<file path="src/rtl/ledmon_pkg.sv">
`default_nettype none
// +----------------------------------------------------------------------+
// | Package : ledmon_pkg                                                 |
// | Purpose : Shared constants, frame types and arbiter state encoding   |
// |           for the LED frame arbiter and its round-robin picker.      |
// | Contents: NUM_SRC, DIGITS, IDX_W, digit_t, frame_t, state_t,         |
// |           onehot_to_idx()                                            |
// | Revision: 1.0 - initial release                                      |
// +----------------------------------------------------------------------+
package ledmon_pkg;

   localparam int NUM_SRC = 4;
   localparam int DIGITS  = 8;
   localparam int IDX_W   = $clog2(NUM_SRC);

   // One segment byte per digit, DIGITS bytes per frame.
   typedef logic [7:0]              digit_t;
   typedef digit_t [DIGITS-1:0]     frame_t;

   typedef enum logic {
      IDLE = 1'b0,
      HOLD = 1'b1
   } state_t;

   // Binary index of a one-hot vector; all-zero input yields index 0.
   function automatic logic [IDX_W-1:0] onehot_to_idx(input logic [NUM_SRC-1:0] oh);
      logic [IDX_W-1:0] idx;
      idx = '0;
      for (int i = 0; i < NUM_SRC; i++) begin
         if (oh[i]) begin
            idx = idx | IDX_W'(i);
         end
      end
      return idx;
   endfunction

endpackage
`default_nettype wire

</file>
<file path="src/rtl/rr_pick.sv">
`default_nettype none
// +----------------------------------------------------------------------+
// | Module  : rr_pick                                                    |
// | Purpose : Combinational round-robin search. Returns the first set    |
// |           bit of req at or after position start, wrapping modulo N.  |
// | Ports   : req   [N-1:0]  request vector                              |
// |           start [IW-1:0] first position examined                     |
// |           pick  [N-1:0]  one-hot winner (zero when nothing requests) |
// |           valid          at least one request present                |
// | Revision: 1.0 - initial release                                      |
// +----------------------------------------------------------------------+
module rr_pick
   import ledmon_pkg::*;
#(
   parameter int N  = NUM_SRC,
   parameter int IW = IDX_W
) (
   input  logic [N-1:0]  req,
   input  logic [IW-1:0] start,
   output logic [N-1:0]  pick,
   output logic          valid
);

   logic [IW-1:0] idx;
   logic          found;

   // N is a power of two, so the IW-bit addition wraps exactly modulo N.
   always_comb begin
      pick  = '0;
      found = 1'b0;
      idx   = '0;
      for (int k = 0; k < N; k++) begin
         idx = start + IW'(k);
         if (!found && req[idx]) begin
            pick[idx] = 1'b1;
            found     = 1'b1;
         end
      end
   end

   assign valid = |req;

endmodule
`default_nettype wire

</file>
<file path="src/rtl/led_frame_arbiter.sv">
`default_nettype none
// +----------------------------------------------------------------------+
// | Module  : led_frame_arbiter                                          |
// | Purpose : Grants the 8-digit display to one of NUM_SRC frame sources |
// |           in round-robin order, each for at most DWELL cycles, and   |
// |           forwards the owner's enable mask and segment bytes to the  |
// |           scan multiplexer.                                          |
// | Ports   : clock, rst (sync, active-high)                             |
// |           req[NUM_SRC]            per-source level request           |
// |           src_en[NUM_SRC][8]      per-source digit enables           |
// |           src_display[NUM_SRC]    per-source frames                  |
// |           grant[NUM_SRC]          one-hot owner, zero when idle      |
// |           en[8], display          owner's selection, zero when idle  |
// |           busy                    any grant active                   |
// | Revision: 1.0 - initial release                                      |
// +----------------------------------------------------------------------+
module led_frame_arbiter #(
   parameter int NUM_SRC = 4,
   parameter int DWELL   = 1000
) (
   input  logic                          clock,
   input  logic                          rst,
   input  logic [NUM_SRC-1:0]            req,
   input  logic [NUM_SRC-1:0][7:0]       src_en,
   input  ledmon_pkg::frame_t [NUM_SRC-1:0] src_display,
   output logic [NUM_SRC-1:0]            grant,
   output logic [7:0]                    en,
   output ledmon_pkg::frame_t            display,
   output logic                          busy
);
   import ledmon_pkg::*;

   localparam int IW = $clog2(NUM_SRC);
   localparam int CW = (DWELL > 1) ? $clog2(DWELL) : 1;
   localparam logic [CW-1:0] CNT_LOAD = CW'(DWELL - 1);

   state_t               state, state_n;
   logic [NUM_SRC-1:0]   grant_n;
   logic [CW-1:0]        cnt, cnt_n;
   logic [IW-1:0]        ptr, ptr_n;

   logic [NUM_SRC-1:0]   pick;
   logic                 pick_valid;
   logic [IW-1:0]        pick_idx;
   logic                 owner_req;
   logic                 tenure_end;

   // ptr always equals owner+1 while holding, so a single search starting
   // at ptr serves both the idle search and the re-arbitration that
   // considers the current owner last.
   rr_pick #(
      .N  (NUM_SRC),
      .IW (IW)
   ) u_pick (
      .req   (req),
      .start (ptr),
      .pick  (pick),
      .valid (pick_valid)
   );

   assign pick_idx   = onehot_to_idx(pick);
   assign owner_req  = |(req & grant);
   // Owner release and expiry on the same edge are one tenure end.
   assign tenure_end = !owner_req || (cnt == '0);

   always_ff @(posedge clock) begin
      if (rst) begin
         state <= IDLE;
         grant <= '0;
         cnt   <= '0;
         ptr   <= '0;
      end else begin
         state <= state_n;
         grant <= grant_n;
         cnt   <= cnt_n;
         ptr   <= ptr_n;
      end
   end

   always_comb begin
      state_n = state;
      grant_n = grant;
      cnt_n   = cnt;
      ptr_n   = ptr;
      case (state)
         IDLE: begin
            if (pick_valid) begin
               state_n = HOLD;
               grant_n = pick;
               cnt_n   = CNT_LOAD;
               ptr_n   = pick_idx + IW'(1);
            end
         end
         HOLD: begin
            if (tenure_end) begin
               if (pick_valid) begin
                  grant_n = pick;
                  cnt_n   = CNT_LOAD;
                  ptr_n   = pick_idx + IW'(1);
               end else begin
                  state_n = IDLE;
                  grant_n = '0;
                  cnt_n   = '0;
               end
            end else begin
               cnt_n = cnt - CW'(1);
            end
         end
         default: begin
            state_n = IDLE;
            grant_n = '0;
            cnt_n   = '0;
         end
      endcase
   end

   // grant is one-hot or zero, so a priority-free select is sufficient.
   always_comb begin
      en      = '0;
      display = '0;
      for (int i = 0; i < NUM_SRC; i++) begin
         if (grant[i]) begin
            en      = src_en[i];
            display = src_display[i];
         end
      end
   end

   assign busy = |grant;

endmodule
`default_nettype wire

</file>
<file path="config.mk">
export PLATFORM = sky130hd
export DESIGN_NAME = led_frame_arbiter
export DESIGN_NICKNAME = d
export VERILOG_FILES = /design/src/rtl/ledmon_pkg.sv /design/src/rtl/rr_pick.sv /design/src/rtl/led_frame_arbiter.sv
export SDC_FILE = /design/constraint.sdc
export NUM_CORES = 1
export LEC_CHECK = 0
export BUFFER_PORTS_ARGS = -buffer_cell sky130_fd_sc_hd__buf_2
export CAP_MARGIN = 20
export CORE_AREA = 5 5 143 145
export DETAILED_ROUTE_END_ITERATION = 12
export DIE_AREA = 0 0 148 150
export HOLD_SLACK_MARGIN = 0.06
export SLEW_MARGIN = 5
export SYNTH_ARGS = -nofsm -noshare
export SYNTH_HDL_FRONTEND = slang
export SYNTH_SLANG_ARGS = --single-unit
</file>
<file path="constraint.sdc">
create_clock -name clock -period 7.3 [get_ports clock]
set_input_delay 0 -clock clock [delete_from_list [all_inputs] [get_ports clock]]
set_output_delay 0 -clock clock [all_outputs]
set_load 0.01 [all_outputs]
</file>
==> metrics.md <==
| Metric | Value |
|---|---|
| Outcome | `complete, no violations` |
| Final Hold Violating Endpoints | `0` |
| Detailed Route Iter0 Violations | `259` |
| Port Buf Inserts | `370` |
| Final GP Congestion | `0.829` |
| Rows | `51` |
| Worst rel slew slack | `40.5%` |
| Reg-to-Reg Start | `ptr[0]` |
| Worst setup path category | `reg2out` |
| Resized Gates After CTS | `0` |
| Detailed-routing iteration count for the pre-antenna-repair pass | `6` |
| Crit start category | `flop` |
| Final cell count without fillers | `1117` |
| Routed vias/inst | `4.64` |
| Overall die area | `22200 um^2` |
| Internal Dissipation | `0.730 mW` |
| Number of buffers inserted for hold repair after clock tree synthesis | `0` |
| Die Width | `148 um` |
| Power per cell area | `309 nW/um^2` |
| # nets final | `1181` |
| Flop-to-flop setup slack | `4.34 ns` |
| Depth of the worst register-to-register path | `8` |
| Wire length of the first global-routing pass | `25200 um` |
| Worst endpoint data arrival time | `2.99 ns` |
| PnR worst setup slack | `4.31 ns` |
| Worst-path cell chain | `buf_4 -> nor2b_4 -> buf_4 -> a22oi_1 -> nor2_1 -> a21oi_1 -> o21ai_0 -> buf_2` |
| Worst Setup SP | `grant[1]` |
| TritonCTS Buffers | `3` |
| DP Area | `5180 um^2` |
| Hold_ws | `0.122 ns` |
| Number of fill cells in the layout | `2195` |
| Leftover overflow at the end of global routing | `0` |
| Footprint of the multi-input gates | `2630 um^2` |
| Cell at the slowest stage of the critical path | `nor2b_4` |
| Number of buffers between clock root and the deepest sink | `2` |
| GRT Util Overall | `13.7%` |
| Max rail drop VDD | `0.140 mV` |
| Proportion of layout cells with a drive suffix above 1 | `44.6%` |
| Final WL | `17600 um` |
| Number of gates on the worst path with buffers counted | `8` |
| Sw power | `0.898 mW` |
| Share of power burned in registers | `13.0%` |
| Detailed placement HPWL | `14200 um` |
| Min Tclk post-route | `2.99 ns` |
| Worst-Skew Late Latency | `0.25 ns` |
| Vias after detailed routing | `5188` |
| Total DRC errors in the routed layout | `0` |
| Dominant cell type by count on the critical path | `buf_4` |
| Slew at the pin closest to its max-slew limit | `0.892 ns` |
| Switching fraction of total power | `55.2%` |
| Post-CTS Setup Bufs | `0` |
| Clock Skews | `0.00202 ns` |
| Critical path capture point type | `primary output` |
| Placed Instances | `1112` |
| Via count of the first global-routing pass | `4684` |
| Clock net sink count | `17` |
| Final clock period utilization by the worst path | `41.0%` |
| Crit path largest cell delay | `0.80 ns` |
| Count of flip-flops with a built-in enable after synthesis | `0` |
| Flip-flop and latch count after synthesis | `17` |
| Cell area after layout | `5270 um^2` |
| Endpoint of the most critical setup path | `display[11]` |
| Achievable clock frequency | `334 MHz` |
| Number of cells produced by synthesis | `554` |
| Number of warnings reported in the yosys synthesis log | `0` |
| TritonCTS clock tree | `done` |
| Buffers and inverters on the worst path | `3` |
| Gate family responsible for the most delay along the worst path | `buffers and inverters` |
| Worst Hold Class | `in2reg` |
| Reg2reg end | `ptr[1]` |
| Maximum number of pins on one net before global-route repair | `79` |
| Clock slew seen by the registers of the worst setup and hold paths | `0.05 ns` |
| Effective utilization at floorplan | `16.7%` |
| Layout Area Growth over Synthesis | `64.8%` |
| Worst slack, placed | `4.35 ns` |
| Max FO, Critical Path | `77` |
| Root Buffer | `clkbuf_16` |
| Async SR Flop Fraction | `0%` |
| Leak | `2.63 nW` |
| Number of antenna violations at the first check in global routing | `2` |
| Sequential share of the synthesized area | `10.6%` |
| Top_reg_cell synth | `dfxtp_1` |
| Unrepaired setup endpoints after global routing | `false` |
| Fin Setup TNS | `0 ns` |
| Clock Power Share | `6.7%` |
| Max Slew Vio Count | `0` |
| Average instance area after synthesis | `5.77 um^2` |
| Number of top-level pins | `371` |
| Detail-routed net length per standard cell | `15.7 um` |
| Share of total power in combinational logic | `80.3%` |
| Cell Area, Synth | `3200 um^2` |
| Count of H-tree levels built during CTS | `1` |
| Net count after synthesis | `856` |
| Max-cap violations | `0` |
| Required time at the worst-slack endpoint | `7.30 ns` |
| Std-Cell Core Area | `19100 um^2` |
| Number of routed nets with antenna violations | `0` |
| Register Area | `349 um^2` |
| Final setup fails | `0` |
| Vert. Die Dim | `150 um` |
| Distinct cell type count of the synthesized netlist | `41` |
[layer usage]
metal  routed length, um  vias to the layer above  global-route usage (%)
met3                1290                       13                    1.94
met1                7540                     2300                    18.8
met2                8570                      224                    23.6
met5                   0                        -                       0
met4                 176                        0                    1.57
li1                    -                     2651                       -
[Yosys cell counts, types with 2 or more instances]
cell      instances  area [um^2]
nor2_1           92          345
a21oi_1          84          420
nand2_1          83          312
o21ai_0          79          395
a22oi_1          78          586
clkbuf_1         52          195
dfxtp_1          17          340
ha_1              8          100
inv_1             6         22.5
nor3_1            5         25.0
nand2b_1          4         25.0
nor2b_1           4         25.0
a221oi_1          3         26.3
a31oi_1           3         18.8
mux4_2            3         67.6
o21ai_1           3         15.0
a22o_1            2         17.5
buf_1             2         7.51
mux2_1            2         22.5
mux2i_1           2         20.0
or4_1             2         15.0
[cells by family (layout without fill, tap and decap cells)]
family	Yosys count	after routing	share of synthesized area [%]
AOI/OAI and AO/OA	259	259	48.7
xor gates and xnor gates	1	1	0.274
adders and majority gates	8	8	3.13
buffers and inverters	61	385	7.40
DFF	17	17	10.7
muxes	8	8	3.80
other	0	1	0
and+or+nand+nor	200	200	26.0
[worst register-to-register path: stages, from the launching register on]
cell       delay (ns)
dfxtp_1          0.56
inv_1            0.15
ha_1             0.36
mux4_2           0.61
nor4b_4          0.33
nor2_2           0.08
a221oi_4         0.30
xnor2_1          0.13
a2111oi_2        0.34
[power groups by stage]
stage | combinational [mW] | clock (mW) | sequential (mW)
final | 1.31 | 0.109 | 0.211
after global routing | 1.46 | 0.118 | 0.224
after CTS | 1.32 | 0.113 | 0.212
after detailed placement | 1.32 | 0 | 0.213
after global placement | 1.31 | 0 | 0.212
after floorplan | 0.881 | 0 | 0.139
[metrics by stage]
stage	utilization [%]	power, mW
4_1_cts	27.6	1.64
3_5_place_dp	27.2	1.53
5_1_grt	27.6	1.80
6_report	27.6	1.63
3_3_place_gp	27.2	1.52
2_1_floorplan	-	1.02
[final cells by class]
class                      count  share of cell area, %
inverter                       6                  0.428
multi-input combinational    476                   49.9
sequential                    17                   6.63
clock buffer                   4                   1.50
tap                          238                   5.65
timing repair buffer         375                   35.9
antenna                        1                 0.0475
[layout by cell type (no fill, tap or decap), types with 2 or more instances in the layout]
cell type / count
a21oi_1: 84
a221oi_1: 3
a22o_1: 2
a22oi_1: 78
a31oi_1: 3
buf_2: 370
buf_4: 5
clkbuf_16: 3
dfxtp_1: 14
dfxtp_4: 2
ha_1: 8
inv_1: 6
mux2_1: 2
mux2i_1: 2
mux4_2: 3
nand2_1: 83
nand2b_1: 4
nor2_1: 92
nor2b_1: 3
nor3_1: 5
o21ai_0: 79
o21ai_1: 3
or4_1: 2
[worst min-delay path by stage]
stage,start,end,slack [ns],cells after the start
4_1_cts,rst,cnt[4],0.12,2
2_1_floorplan,req[3],state,0.14,2
6_report,rst,cnt[4],0.12,2
3_3_place_gp,src_display[237],display[45],0.29,4
3_5_place_dp,src_display[238],display[46],0.29,4
5_1_grt,rst,state,0.14,2
[flip-flops by register name, indices dropped and copies added (netlist names)]
signal,flops
state,1
cnt,10
grant,4
ptr,2
(Power assumes the default switching activity.)
